`src/rtl/keccak_sponge_ctrl.sv`:
```
// Sponge sequencer for Keccak-f[1600]: absorbs message lanes, applies SHA-3 padding,
// fires one permutation per rate block, then squeezes the digest lanes.
// Optional KSC_PERF_CNT_EN adds a saturating perm_start counter (perm_count).
module keccak_sponge_ctrl #(
  parameter int          RATE_LANES = 17,
  parameter int          OUT_LANES  = 4,
  parameter logic [7:0]  DS_BYTE    = 8'h06
) (
  input  logic        clk,
  input  logic        rst_n,
  input  logic        msg_start,
  input  logic        in_valid,
  output logic        in_ready,
  input  logic [63:0] in_data,
  input  logic        in_last,
  input  logic [3:0]  in_bytes,
  output logic        state_clr,
  output logic        lane_we,
  output logic [4:0]  lane_idx,
  output logic [63:0] lane_data,
  output logic        perm_start,
  input  logic        perm_done,
  output logic        out_valid,
  input  logic        out_ready,
  output logic [4:0]  sq_idx,
  output logic        busy,
  output logic        done
`ifdef KSC_PERF_CNT_EN
  ,
  output logic [15:0] perm_count
`endif
);

  typedef enum logic [2:0] {IDLE, ABSORB, PAD, PERM, SQUEEZE, FINAL} state_t;

  localparam logic [4:0] LAST_IDX = 5'(RATE_LANES - 1);
  localparam logic [4:0] SQ_LAST  = 5'(OUT_LANES - 1);

  state_t      state_q, state_d;
  logic [4:0]  cnt_q, cnt_d;
  logic        padded_q, padded_d;     // current block carries the final pad
  logic        pad_pend_q, pad_pend_d; // full final lane ended a block; pad block follows
  logic        ds_done_q, ds_done_d;   // DS byte already written
  logic        perm_run_q, perm_run_d; // perm_start issued, waiting for perm_done
  logic        blk_end_q, blk_end_d;   // lane being written closes the block
  logic        we_d;
  logic [4:0]  idx_d;
  logic [63:0] data_d, fin_data;
  logic        short_last;

  assign in_ready  = (state_q == ABSORB);
  assign out_valid = (state_q == SQUEEZE);
  assign sq_idx    = out_valid ? cnt_q : 5'd0;
  assign busy      = (state_q != IDLE);
  assign done      = (state_q == FINAL);
  assign short_last = (in_bytes < 4'd8);

  // Final-lane shaping: mask bytes past in_bytes, drop DS at the first free byte.
  always_comb begin
    fin_data = in_data;
    for (int k = 0; k < 8; k++) begin
      if (4'(k) >= in_bytes) fin_data[8*k +: 8] = 8'h00;
      if (4'(k) == in_bytes) fin_data[8*k +: 8] = DS_BYTE;
    end
    if (short_last && cnt_q == LAST_IDX) fin_data[63:56] = fin_data[63:56] | 8'h80;
  end

  always_comb begin
    state_d    = state_q;
    cnt_d      = cnt_q;
    padded_d   = padded_q;
    pad_pend_d = pad_pend_q;
    ds_done_d  = ds_done_q;
    perm_run_d = perm_run_q | perm_start;
    blk_end_d  = 1'b0;
    we_d       = 1'b0;
    idx_d      = lane_idx;
    data_d     = lane_data;
    state_clr  = 1'b0;
    case (state_q)
      IDLE: if (msg_start) begin
        state_clr  = 1'b1;
        cnt_d      = 5'd0;
        padded_d   = 1'b0;
        pad_pend_d = 1'b0;
        ds_done_d  = 1'b0;
        perm_run_d = 1'b0;
        state_d    = ABSORB;
      end
      ABSORB: if (in_valid) begin
        we_d   = 1'b1;
        idx_d  = cnt_q;
        data_d = in_data;
        cnt_d  = (cnt_q == LAST_IDX) ? 5'd0 : cnt_q + 5'd1;
        if (in_last) begin
          data_d    = fin_data;
          ds_done_d = short_last;
          if (cnt_q == LAST_IDX) begin
            state_d   = PERM;
            blk_end_d = 1'b1;
            if (short_last) padded_d   = 1'b1;
            else            pad_pend_d = 1'b1;
          end else begin
            state_d  = PAD;
            padded_d = 1'b1;
          end
        end else if (cnt_q == LAST_IDX) begin
          state_d   = PERM;
          blk_end_d = 1'b1;
        end
      end
      PAD: begin
        we_d      = 1'b1;
        idx_d     = cnt_q;
        data_d    = 64'd0;
        ds_done_d = 1'b1;
        if (!ds_done_q) data_d[7:0] = DS_BYTE;
        if (cnt_q == LAST_IDX) begin
          data_d[63:56] = data_d[63:56] | 8'h80;
          cnt_d     = 5'd0;
          blk_end_d = 1'b1;
          state_d   = PERM;
        end else begin
          cnt_d = cnt_q + 5'd1;
        end
      end
      PERM: if (perm_run_q && perm_done) begin
        perm_run_d = 1'b0;
        cnt_d      = 5'd0;
        if (padded_q) begin
          state_d = SQUEEZE;
        end else if (pad_pend_q) begin
          pad_pend_d = 1'b0;
          padded_d   = 1'b1;
          state_d    = PAD;
        end else begin
          state_d = ABSORB;
        end
      end
      SQUEEZE: if (out_ready) begin
        if (cnt_q == SQ_LAST) begin
          cnt_d   = 5'd0;
          state_d = FINAL;
        end else begin
          cnt_d = cnt_q + 5'd1;
        end
      end
      FINAL:   state_d = IDLE;
      default: state_d = IDLE;
    endcase
  end

  // perm_start trails the block's closing lane_we by one cycle.
  always_ff @(posedge clk or negedge rst_n) begin
    if (!rst_n) begin
      state_q    <= IDLE;
      cnt_q      <= 5'd0;
      padded_q   <= 1'b0;
      pad_pend_q <= 1'b0;
      ds_done_q  <= 1'b0;
      perm_run_q <= 1'b0;
      blk_end_q  <= 1'b0;
      lane_we    <= 1'b0;
      lane_idx   <= 5'd0;
      lane_data  <= 64'd0;
      perm_start <= 1'b0;
    end else begin
      state_q    <= state_d;
      cnt_q      <= cnt_d;
      padded_q   <= padded_d;
      pad_pend_q <= pad_pend_d;
      ds_done_q  <= ds_done_d;
      perm_run_q <= perm_run_d;
      blk_end_q  <= blk_end_d;
      lane_we    <= we_d;
      lane_idx   <= idx_d;
      lane_data  <= data_d;
      perm_start <= blk_end_q;
    end
  end

`ifdef KSC_PERF_CNT_EN
  always_ff @(posedge clk or negedge rst_n) begin
    if (!rst_n)                                   perm_count <= 16'd0;
    else if (state_clr)                           perm_count <= 16'd0;
    else if (perm_start && perm_count != 16'hFFFF) perm_count <= perm_count + 16'd1;
  end
`endif

endmodule

```
`config.mk`:
```
export PLATFORM = sky130hd
export DESIGN_NAME = keccak_sponge_ctrl
export DESIGN_NICKNAME = d
export VERILOG_FILES = /design/src/rtl/keccak_sponge_ctrl.sv
export SDC_FILE = /design/constraint.sdc
export NUM_CORES = 1
export LEC_CHECK = 0
export CAP_MARGIN = 25
export CELL_PAD_IN_SITES_DETAIL_PLACEMENT = 0
export CELL_PAD_IN_SITES_GLOBAL_PLACEMENT = 2
export CORE_MARGIN = 2
export CORE_UTILIZATION = 23
export CTS_CLUSTER_DIAMETER = 40
export CTS_CLUSTER_SIZE = 30
export DETAILED_ROUTE_END_ITERATION = 16
export MAX_ROUTING_LAYER = met4
export PLACE_DENSITY_LB_ADDON = 0.1
export SKIP_CTS_REPAIR_TIMING = 1
export SLEW_MARGIN = 15
export SYNTH_ARGS = -nofsm -noshare
export SYNTH_HDL_FRONTEND = slang
export SYNTH_SLANG_ARGS = --single-unit
```
`constraint.sdc`:
```
create_clock -name clk -period 1.7 [get_ports clk]
set_input_delay 0.17 -clock clk [delete_from_list [all_inputs] [get_ports clk]]
set_output_delay 0.17 -clock clk [all_outputs]
set_load 0.03 [all_outputs]
```
Yosys cells after proc, flatten, opt, wreduce, memory -nomap -nowiden --
Index checks and enable logic that the tools add are counted.
Storage, ports and cells: register bits 84, input port bits 75, output and inout port bits 81, word-level logic and storage cells 133
Cells by class: add/sub/neg operators 1, $lt $le $gt $ge 9, equality and inequality tests 24, muxes and demuxes 72, bitwise operators 1, reduce and logical (&&, ||, !) cells 15
Operators by type and width (count):
- $mux W8 | 18
- $mux W64 | 2
- $pmux W64 S2 | 1
- $mux W5 | 8
- $mux W3 | 9
- $pmux W5 S5 | 1
- $mux W1 | 24
- $eq A3 B4 Y1 const A | 4
- $ge A3 B4 Y1 const A | 4
- $pmux W3 S5 | 1
- $ne A2 B2 Y1 const B | 5
- $pmux W5 S2 | 1
- $reduce_and A5 Y1 | 2
- $pmux W1 S3 | 3
- $reduce_bool A3 Y1 | 3
- $eq A2 B4 Y1 const A | 2
- $ge A1 B4 Y1 const A | 2
- $ge A2 B4 Y1 const A | 2
- $ne A2 B1 Y1 const B | 4
- $reduce_and A8 Y1 | 1
- $eq A3 B2 Y1 const B | 2
- $eq A3 B3 Y1 const B | 2
- $pmux W1 S2 | 3
- $reduce_and A6 Y1 | 1
- 16 further kinds | 17

Longest topological paths before layout --
depth in word-level cells 7, gate-level depth with buffers 7, mapped depth without buffers 6

Least setup slack after synthesis --
Ideal clock, no wire load.
path type register to output, start point reg state_q[0], end point out state_clr, data arrival time 1.634 ns, required time 1.530 ns, slack -0.104 ns, cell stages (with the launch flop) 5, buffers on the path 2, path through dfrtp_1 > buf_6 > clkbuf_1 > or3_1 > nor2_1
On the way: word-level cells in the longest chain between the ends 2
RTL lines:
- from (decl) | RTL line 39 | state_t state_q, state_d;
- from (signal assigned) | RTL line 168 | state_q <= state_d;
- $logic_not A3 Y1 | RTL line 80 | case (state_q)
- $mux W1 | RTL line 80
- to (decl) | RTL line 17 | output logic state_clr,
No other way between the ends.

Final worst setup path --
start point reg state_q[1], end point reg cnt_q[3]
On the way: word-level cells in the longest chain between the ends 3, elaborated cells on any way between the ends 12, classes of those cells 8 x eq/ne; 1 x mux; 3 x reduce/logical
RTL lines:
- $eq A3 B1 Y1, or another cell as far along | RTL line 80
- $reduce_bool A5 Y1 (no line), or another cell as far along
- $reduce_and A5 Y1 (no line)
- to (signal assigned) | RTL line 169 | cnt_q <= cnt_d;
- to (decl) | RTL line 40 | logic [4:0] cnt_q, cnt_d;
Several ways; a longest one is shown, not always the timed one. A chain may end at the register's enable or synchronous reset.

==> qor.yml <==
slew_headroom: 0.703
dpl-instance-area_mm2: 0.00584
p_int_mw: 7.36
die_area_mm2: 0.0168
cts_made_buffers: 9
failed_checks: "negative setup slack"
synth_top_family_by_area: "compound AO/OA/AOI/OAI gates"
synth.distinct_cells: 48
drc: 0
grt_max_degree: 34
status: "complete, but fails checks"
num_rows: 45
cp_num_buf_inv: 3
drtAntennaViolNets: 0
start_util: 0.236
dpl.hpwl_um: 8960
p_per_area_mw_per_mm2: 1900
nNetsFinal: 612
avgViaCountPerCell: 4.45
max_stage_delay_ps: 470
critPathTopFamily: "compound AO/OA/AOI/OAI gates"
ys_seq_area_frac: 0.581
ys_warn_count: 0
port-buffer-count: 155
syn_inst: 321
finalHoldViolations: 0
ys_ff_latch: 84
htreeDepth: 3
synthMuxAreaShare: 0.00588
grt_pass1_wl_um: 18400
syn_nets: 398
start_kind: "flip-flop"
clkPwrFrac: 0.176
overflow: 0
synthTopCellsByArea: "dfrtp_1 (58%), a22o_1 (12%), o21ai_0 (3.3%)"
setup_slack_ps: -66.3
ioPinCount: 156
n_antenna_cell: 0
ys_async_sr_fraction: 1.00
critPathSlowestCell: "dfrtp_2"
rsz0062_at_grt: "true"
regArea_mm2: 0.00210
die_h_um: 129
synth-adder-area-share: 0.00692
setup_viol: 7
design_area_mm2: 0.00643
p_sw_frac: 0.396
path_cells: "buf_6 -> and3b_2 -> a222oi_1 -> buf_4 -> buf_6 -> a21o_1 -> a21oi_2"
syn_avg_cell_area_um2: 11.3
drt_iter0_drc: 142
syn_to_final_growth_pct: 77.7
seq_power_share: 0.264
utilization: 0.420
yosysTopAreaCell: "dfrtp_1"
cp_common_cell: "buf_6"
place_ws_ps: -246
dpl.cell_count: 722
critPathKind: "flip-flop to flip-flop"
ir_drop_mv: 0.894
fillers: 1500
cp.required_ps: 1930
path_max_fanout: 7
cts.clk_slew.worst_paths_ps: 60
multiInputGateArea_mm2: 0.00153
syn-cell-area_mm2: 0.00362
tightest_slew_ps: 443
synth_compound_area_frac: 0.234
period_needed_ps: 1770
clockBufferDepth: 2
fin_crit_sh: 1.04
worstSetupEndpointType: "flip-flop"
synth_simple_gate_area_share: 0.131
cts_tree: "yes"
drive_above_1_share: 0.243
synth_xor_area_frac: 0.00484
cp_data_arrival_time_ps: 2000
place.gp.congestion: 0.766
leakage_nw: 2.82
yosys.area.top_type_share: 0.581
cts_sinks: 84
final_cell_mix: "clkdlybuf4s50_1 (144), dfrtp_1 (82), buf_4 (60)"
clock_latency_ps: 340
maxClockFrequency_mhz: 566
grt_pass1_vias: 3324
drv_slew: 0
skew_ps: 5.78
synth_edf_count: 0
die_w_um: 129
avgRoutedWirePerCell_um: 16.0
fin_cells: 751
firstDrtPassIters: 4
max_cap_viol_count: 0
ys.flop_type: "dfrtp_1"
track_usage: 0.149
p_sw_mw: 4.83
num_vias: 3339
grt_antenna_before_repair: 0
root_buffer: "clkbuf_16"
pwr-share-comb: 0.560
coreArea_mm2: 0.0153
routed_wl_um: 12000
mostFrequentLayoutCell: "clkdlybuf4s50_1"
hold_class: "primary input to asynchronous set/reset pin"
==> state kept, by name, summed over array words and instances (netlist names), 3 cells and up <==
name       count
state_q        3
lane_idx       5
cnt_q          5
lane_data     64
==> through the flow <==
step	hold WS, ps	setup TNS (ps)	power, mW
6_report	319	-253	12.2
5_1_grt	358	-1220	13.0
4_1_cts	-220	-2950	11.9
3_5_place_dp	155	-9770	9.62
3_3_place_gp	154	-7740	9.58
2_1_floorplan	-126	0	6.65
==> synthesized netlist by cell type, types with 2 or more instances <==
master / count
nand3_1: 10
o31ai_1: 2
a21o_1: 4
dfrtp_1: 84
clkbuf_1: 15
a22oi_1: 2
nand2_1: 24
nor2_1: 16
nand4bb_1: 2
or4b_1: 2
ha_1: 2
and3_1: 10
buf_2: 4
a221o_1: 6
a21oi_1: 14
xnor2_1: 2
a22o_1: 48
o221ai_1: 2
or3b_2: 2
nor2b_1: 2
o21ai_0: 24
inv_1: 10
nor3_1: 5
or3_1: 2
o21a_1: 2
nor3b_1: 2
nor3b_2: 2
==> area by class of cell <==
cell class,count,share of cell area
Multi-Input combinational cell,206,0.237
Timing Repair Buffer,224,0.338
Sequential cell,84,0.327
Tap cell,211,0.0411
Clock inverter,6,0.0136
Clock buffer,10,0.0372
Inverter,10,0.00584
==> power by group through the flow <==
stage	combinational, mW	sequential (mW)	clock (mW)
6_report	6.83	3.22	2.14
3_5_place_dp	6.37	3.25	0
4_1_cts	6.39	3.23	2.24
5_1_grt	7.35	3.33	2.32
2_1_floorplan	2.29	4.36	0
3_3_place_gp	6.33	3.25	0
==> per-layer routing <==
| metal | up-vias | wire length (µm) | track usage |
|---|---|---|---|
| met1 | 1585 | 5670 | 0.203 |
| met2 | 115 | 5390 | 0.216 |
| met5 | - | 0 | - |
| li1 | 1628 | - | - |
| met4 | 0 | 148 | 0.0455 |
| met3 | 11 | 814 | 0.0417 |
==> cells by family after synthesis <==
| kind of cell | after synthesis |
|---|---|
| fa+ha+maj | 2 |
| xor+xnor | 2 |
| buf+inv | 31 |
| mux | 2 |
| flops | 84 |
| simple gates | 86 |
| compound gates | 114 |
==> final timing paths <==
check,from,to,slack [ps],depth (start not counted)
setup / recovery,state_q[1],cnt_q[3],-70,7
hold / removal,rst_n,lane_idx[0],320,2
setup reg to reg,state_q[1],cnt_q[3],-70,7
hold reg to reg,blk_end_q,perm_start,370,0
max in group asynchronous,rst_n,lane_data[13],730,3
min in group clk,blk_end_q,perm_start,370,0
Power figures use the tool's default switching activity.
